$ cat src/rtl/riscv_defines_pkg.sv
// riscv_defines: shared decode definitions for the integer pipeline.
//   - opcode / funct3 / funct7 constants
//   - alu_op_t ALU operation encoding
//   - control_signals_t decoded control bundle (all-zero == no-op / bubble)
//   - id_ex_payload_t, the ID/EX pipeline register contents at default width
// Used by id_ex_reg and hazard_unit. The optional load-use interlock in
// id_ex_reg is enabled with the LOAD_USE_INTERLOCK_EN macro.
package riscv_defines;

  localparam int XLEN_DEF = 32;

  localparam logic [6:0] OPC_LOAD   = 7'b0000011;
  localparam logic [6:0] OPC_STORE  = 7'b0100011;
  localparam logic [6:0] OPC_OP     = 7'b0110011;
  localparam logic [6:0] OPC_OP_IMM = 7'b0010011;
  localparam logic [6:0] OPC_BRANCH = 7'b1100011;
  localparam logic [6:0] OPC_JAL    = 7'b1101111;
  localparam logic [6:0] OPC_JALR   = 7'b1100111;
  localparam logic [6:0] OPC_LUI    = 7'b0110111;
  localparam logic [6:0] OPC_AUIPC  = 7'b0010111;

  localparam logic [2:0] F3_ADD_SUB = 3'b000;
  localparam logic [2:0] F3_SLL     = 3'b001;
  localparam logic [2:0] F3_SLT     = 3'b010;
  localparam logic [2:0] F3_SLTU    = 3'b011;
  localparam logic [2:0] F3_XOR     = 3'b100;
  localparam logic [2:0] F3_SRL_SRA = 3'b101;
  localparam logic [2:0] F3_OR      = 3'b110;
  localparam logic [2:0] F3_AND     = 3'b111;
  localparam logic [2:0] F3_LW      = 3'b010;
  localparam logic [2:0] F3_SW      = 3'b010;

  localparam logic [6:0] F7_BASE = 7'b0000000;
  localparam logic [6:0] F7_ALT  = 7'b0100000;

  typedef enum logic [3:0] {
    ALU_ADD  = 4'd0,
    ALU_SUB  = 4'd1,
    ALU_AND  = 4'd2,
    ALU_OR   = 4'd3,
    ALU_XOR  = 4'd4,
    ALU_SLT  = 4'd5,
    ALU_SLTU = 4'd6,
    ALU_SLL  = 4'd7,
    ALU_SRL  = 4'd8,
    ALU_SRA  = 4'd9,
    ALU_PASS = 4'd10
  } alu_op_t;

  // Write-back source select; WB_MEM marks a load result, which is what
  // the load-use interlock keys on.
  localparam logic [1:0] WB_MEM = 2'b00;
  localparam logic [1:0] WB_ALU = 2'b01;
  localparam logic [1:0] WB_PC4 = 2'b10;
  localparam logic [1:0] WB_IMM = 2'b11;

  typedef struct packed {
    logic       reg_wen;
    logic       mem_req;
    logic       mem_rw;    // 1 = store
    logic [1:0] wb_sel;
    logic       alu_src;   // 1 = immediate operand
    logic       branch;
    logic       jump;
    alu_op_t    alu_op;
  } control_signals_t;

  localparam control_signals_t CTRL_NOP = '0;

  typedef struct packed {
    logic [XLEN_DEF-1:0] pc;
    logic [XLEN_DEF-1:0] rs1_data;
    logic [XLEN_DEF-1:0] rs2_data;
    logic [XLEN_DEF-1:0] imm;
    logic [4:0]          rs1;
    logic [4:0]          rs2;
    logic [4:0]          rd;
    logic [2:0]          funct3;
    control_signals_t    ctrl;
  } id_ex_payload_t;

  // True when the instruction writes a register from memory (a load).
  function automatic logic is_load_wb(input logic reg_wen, input logic [1:0] wb_sel);
    return reg_wen && (wb_sel == WB_MEM);
  endfunction

endpackage

$ cat src/rtl/id_ex_reg_hazard_unit.sv
// hazard_unit: load-use interlock detection and bubble counter.
// Only instantiated by id_ex_reg when LOAD_USE_INTERLOCK_EN is defined.
// Ports:
//   clk, rst                     clock, async active-high reset
//   ex_valid, ex_reg_wen,
//   ex_wb_sel, ex_rd             instruction currently held in EX
//   id_valid, id_rs1, id_rs2     instruction offered by decode
//   ex_ready, flush              execute consume / pipeline kill
//   hz_stall                     load-use interlock active (combinational)
//   hz_count                     saturating count of inserted bubbles
module hazard_unit
  import riscv_defines::*;
(
  input  logic        clk,
  input  logic        rst,
  input  logic        ex_valid,
  input  logic        ex_reg_wen,
  input  logic [1:0]  ex_wb_sel,
  input  logic [4:0]  ex_rd,
  input  logic        id_valid,
  input  logic [4:0]  id_rs1,
  input  logic [4:0]  id_rs2,
  input  logic        ex_ready,
  input  logic        flush,
  output logic        hz_stall,
  output logic [15:0] hz_count
);

  // rs1/rs2 are compared even for formats that do not read them; a spurious
  // bubble is harmless, a missed one is not.
  assign hz_stall = ex_valid && is_load_wb(ex_reg_wen, ex_wb_sel) &&
                    (ex_rd != 5'd0) && id_valid &&
                    ((ex_rd == id_rs1) || (ex_rd == id_rs2));

  always_ff @(posedge clk or posedge rst) begin
    if (rst) begin
      hz_count <= '0;
    end else if (hz_stall && ex_ready && !flush && (hz_count != 16'hFFFF)) begin
      hz_count <= hz_count + 16'd1;
    end
  end

endmodule

$ cat src/rtl/id_ex_reg.sv
// id_ex_reg: single-entry ID/EX pipeline register with valid/ready handshake,
// flush, and an optional load-use interlock (macro LOAD_USE_INTERLOCK_EN).
// Ports:
//   clk, rst                          clock, async active-high reset
//   id_valid / id_ready               decode handshake (id_ready combinational)
//   id_pc, id_rs1_data, id_rs2_data,
//   id_imm, id_rs1, id_rs2, id_rd,
//   id_funct3, id_ctrl                decode payload
//   flush                             kill held and offered instruction
//   ex_ready / ex_valid               execute handshake
//   ex_*                              registered payload to execute
//   hz_stall, hz_count                interlock status (0 when macro undefined)
module id_ex_reg
  import riscv_defines::*;
#(
  parameter int XLEN = 32
) (
  input  logic             clk,
  input  logic             rst,
  input  logic             id_valid,
  output logic             id_ready,
  input  logic [XLEN-1:0]  id_pc,
  input  logic [XLEN-1:0]  id_rs1_data,
  input  logic [XLEN-1:0]  id_rs2_data,
  input  logic [XLEN-1:0]  id_imm,
  input  logic [4:0]       id_rs1,
  input  logic [4:0]       id_rs2,
  input  logic [4:0]       id_rd,
  input  logic [2:0]       id_funct3,
  input  control_signals_t id_ctrl,
  input  logic             flush,
  input  logic             ex_ready,
  output logic             ex_valid,
  output logic [XLEN-1:0]  ex_pc,
  output logic [XLEN-1:0]  ex_rs1_data,
  output logic [XLEN-1:0]  ex_rs2_data,
  output logic [XLEN-1:0]  ex_imm,
  output logic [4:0]       ex_rs1,
  output logic [4:0]       ex_rs2,
  output logic [4:0]       ex_rd,
  output logic [2:0]       ex_funct3,
  output control_signals_t ex_ctrl,
  output logic             hz_stall,
  output logic [15:0]      hz_count
);

  logic capture;
  logic load_bubble;

`ifdef LOAD_USE_INTERLOCK_EN
  hazard_unit u_hazard (
    .clk        (clk),
    .rst        (rst),
    .ex_valid   (ex_valid),
    .ex_reg_wen (ex_ctrl.reg_wen),
    .ex_wb_sel  (ex_ctrl.wb_sel),
    .ex_rd      (ex_rd),
    .id_valid   (id_valid),
    .id_rs1     (id_rs1),
    .id_rs2     (id_rs2),
    .ex_ready   (ex_ready),
    .flush      (flush),
    .hz_stall   (hz_stall),
    .hz_count   (hz_count)
  );
`else
  assign hz_stall = 1'b0;
  assign hz_count = 16'd0;
`endif

  assign id_ready = (!ex_valid || ex_ready) && !hz_stall;

  assign capture = id_valid && id_ready && !flush;
  // An empty register reloads a bubble as well; that keeps ex_ctrl zero
  // whenever ex_valid is low.
  assign load_bubble = flush || (!capture && (ex_ready || !ex_valid));

  always_ff @(posedge clk or posedge rst) begin
    if (rst) begin
      ex_valid    <= 1'b0;
      ex_pc       <= '0;
      ex_rs1_data <= '0;
      ex_rs2_data <= '0;
      ex_imm      <= '0;
      ex_rs1      <= '0;
      ex_rs2      <= '0;
      ex_rd       <= '0;
      ex_funct3   <= '0;
      ex_ctrl     <= CTRL_NOP;
    end else if (load_bubble) begin
      ex_valid    <= 1'b0;
      ex_pc       <= '0;
      ex_rs1_data <= '0;
      ex_rs2_data <= '0;
      ex_imm      <= '0;
      ex_rs1      <= '0;
      ex_rs2      <= '0;
      ex_rd       <= '0;
      ex_funct3   <= '0;
      ex_ctrl     <= CTRL_NOP;
    end else if (capture) begin
      ex_valid    <= 1'b1;
      ex_pc       <= id_pc;
      ex_rs1_data <= id_rs1_data;
      ex_rs2_data <= id_rs2_data;
      ex_imm      <= id_imm;
      ex_rs1      <= id_rs1;
      ex_rs2      <= id_rs2;
      ex_rd       <= id_rd;
      ex_funct3   <= id_funct3;
      ex_ctrl     <= id_ctrl;
    end
  end

endmodule

$ cat config.mk
export PLATFORM = sky130hd
export DESIGN_NAME = id_ex_reg
export DESIGN_NICKNAME = d
export VERILOG_FILES = /design/src/rtl/riscv_defines_pkg.sv /design/src/rtl/id_ex_reg_hazard_unit.sv /design/src/rtl/id_ex_reg.sv
export SDC_FILE = /design/constraint.sdc
export NUM_CORES = 1
export LEC_CHECK = 0
export CAP_MARGIN = 0
export CELL_PAD_IN_SITES_DETAIL_PLACEMENT = 1
export CELL_PAD_IN_SITES_GLOBAL_PLACEMENT = 1
export CORE_UTILIZATION = 30
export CTS_BUF_LIST = sky130_fd_sc_hd__clkbuf_8
export DETAILED_ROUTE_END_ITERATION = 6
export HOLD_SLACK_MARGIN = 0.08
export PLACE_DENSITY = 0.91
export SYNTH_ARGS = -nofsm -noshare
export SYNTH_HDL_FRONTEND = slang
export SYNTH_SLANG_ARGS = --single-unit
$ cat constraint.sdc
create_clock -name clk -period 9.8 [get_ports clk]
set_clock_uncertainty 0.05 [all_clocks]
set_input_delay 1.47 -clock clk [delete_from_list [all_inputs] [get_ports clk]]
set_output_delay 1.47 -clock clk [all_outputs]
set_load 0.03 [all_outputs]
==> flow_summary.ini <==
[clock_network]
root_buffer = clkbuf_8
clkSinkCount = 159
post_cts_resized = 0
cts_buffer_depth = 2
holdBufCountCts = 0
numCtsBuffers = 17
clkTransAtPathRegs_ns = 0.10
cts_tree = done
htree_num_levels = 4
post_cts_buffers = 0
clk_latency_ns = 0.43

[grt]
gr-total-overflow = 0
grt_pass1_vias = 6744
track_usage_pct = 20.2
antenna_found_initial = 0
grt_max_degree = 92
grt_pass1_wl_mm = 37.9

[detailed_routing]
route.met3.wl_mm = 1.43
viasPerCell = 4.89
wl_met2_mm = 12.0
wl_per_cell_um = 18.3
top_layer_used = met4
routed-via-count = 6362
drt-pass1-iter-count = 5
wl_met1_mm = 9.92
drt-initial-drc-count = 426
antenna_left = 0
routed_wirelength_mm = 23.8
drcViolationCount = 0

[sta]
fmax_ghz = 0.210
finalMaxSlewViolations = 0
slew_headroom_pct = 22.4
hold_viol = 0
min_period_ns = 4.76
setup_tns_ns = 0
rsz0062_at_grt = no
layout_setup_ws_ns = 5.04
setup_viol = 0
post-route-period-util_pct = 48.5
tightest_slew_ns = 1.16
fin_hold_ws_ns = 0.470

[cells_and_area]
num_antenna_cells = 0
final_common_cell = clkdlybuf4s50_1
utilization_pct = 46.1
nets = 1165
area_growth_syn_to_layout_pct = 50.4
mostFrequentLayoutCells = clkdlybuf4s50_1, dfrtp_1, nand2_1
drive_gt1_share_pct = 8.08

[pwr]
leakagePower_nw = 4.22
power_density_nw_per_um2 = 141
vdd_ir_drop_max_v = 0.0000842

[synth]
async_flop_share_pct = 100
synth_edf_count = 0
yosysSeqAreaShare_pct = 57.4
ys.flop_type = dfrtp_1
netlist_instances = 727
yosys_warnings = 0
syn_area_um2 = 6930
synth_seq_cells = 159
ys_types = 17
syn-mean-instance-area_um2 = 9.54

[critical_path]
crit_family = buffers and inverters
reg2reg_slack_ns = 7.19
crit_slowest_cell = clkdlybuf4s50_1
crit_required_ns = 8.28
cp_num_buf_inv = 3
end_kind = output port
cp_cell_sequence = clkdlybuf4s50_1, nor2b_4, clkinv_4, clkdlybuf4s50_1
worstReg2RegStart = ex_valid
cp-startpoint = ex_ready
reg2reg_to = ex_imm[28]
worst_path_largest_cell_delay_ns = 0.76
critPathArrivalTime_ns = 3.24
cpMostUsedCell = clkdlybuf4s50_1
critPathKind = in2out
path_depth = 4
cp-start-kind = input pin
worstPathMaxFanout = 71
critPathCapture = id_ready
r2r_cells = 5

[die]
die_w_um = 154
initial_utilization_pct = 30.6
core_area_um2 = 22600
rows = 55
die_area_um2 = 23700
ios = 340
die_h_um = 154

[placed_design]
dp_slack_ns = 5.02
io_buffer_count = 322
post-dp-hpwl_mm = 15.6
gp_congestion = 0.753

[status]
status = complete, no violations

[run]
maxCapViolations = 0

[min_path]
min_path_type = reg2reg
logic make-up after synthesis:
kind of cell | after synthesis | share of synthesized area, %
AO/OA/AOI/OAI | 158 | 11.9
AND/OR/NAND/NOR | 319 | 22.4
flip-flops | 159 | 57.4
buffers and inverters | 90 | 8.18
other | 1 | 0.0541
tightest hold or removal path, stage by stage, from the launching register on:
cell and delay, ns:
dfrtp_1 0.39, nand2_1 0.06, a21oi_1 0.05
per-layer routing:
metal  vias up  global-route usage [%]
li1       2957                       -
met1      3157                    25.0
met2       218                    34.3
met3        30                    5.44
met4         0                    5.81
met5         -                       0
through the flow:
| stage | total power, mW | instances | cell area [µm²] |
|---|---|---|---|
| 2_1_floorplan | 0.871 | 743 | 6990 |
| 3_3_place_gp | 1.01 | 1268 | 10100 |
| 3_5_place_dp | 1.01 | 1268 | 10100 |
| 4_1_cts | 1.49 | 1300 | 10400 |
| 5_1_grt | 1.54 | 1300 | 10400 |
| 6_report | 1.47 | 1300 | 10400 |
final cells by class:
type / instances / area [µm²]
Fill cell: 2584 / 12200
Sequential cell: 159 / 3980
Timing Repair Buffer: 328 / 3260
Multi-Input combinational cell: 494 / 2450
Tap cell: 285 / 357
Clock buffer: 19 / 262
Clock inverter: 13 / 105
Inverter: 2 / 17.5
worst min path at each step:
stage / startpoint / endpoint / slack, ns / cells after the start
finish: ex_imm[2] / ex_imm[2] / 0.47 / 2
global route: ex_rs1_data[10] / ex_rs1_data[10] / 0.48 / 2
CTS: ex_rs1_data[10] / ex_rs1_data[10] / 0.47 / 2
detailed placement: ex_imm[2] / ex_imm[2] / 0.46 / 2
global placement: ex_rs1[3] / ex_rs1[3] / 0.45 / 2
floorplan: ex_imm[16] / ex_imm[16] / 0.61 / 2
synth_stat cells (2+ instances only):
| cell | count | area (µm²) |
|---|---|---|
| nor2_1 | 2 | 7.51 |
| nand3_2 | 30 | 300 |
| nand3_1 | 128 | 641 |
| buf_8 | 3 | 45.0 |
| buf_4 | 20 | 150 |
| buf_2 | 32 | 160 |
| clkbuf_1 | 20 | 75.1 |
| buf_1 | 3 | 11.3 |
| a21oi_2 | 10 | 87.6 |
| a21oi_1 | 148 | 741 |
| dfrtp_1 | 159 | 3980 |
| nand2_1 | 158 | 593 |
| buf_6 | 10 | 113 |
registers in the layout, indices dropped and copies added, names as in the netlist, 5 cells and up:
signal       count
ex_rs2_data     32
ex_imm          32
ex_ctrl         12
ex_rs1           5
ex_rs1_data     32
ex_rs2           5
ex_rd            5
ex_pc           32
power by group:
| group | total, mW | leakage (nW) | internal (mW) | switching [mW] |
|---|---|---|---|---|
| clock network | 0.471 | 0.175 | 0.194 | 0.276 |
| registers | 0.699 | 2.15 | 0.684 | 0.0156 |
| logic | 0.300 | 1.90 | 0.129 | 0.170 |
Note: power is estimated with default switching activity, not from simulation.
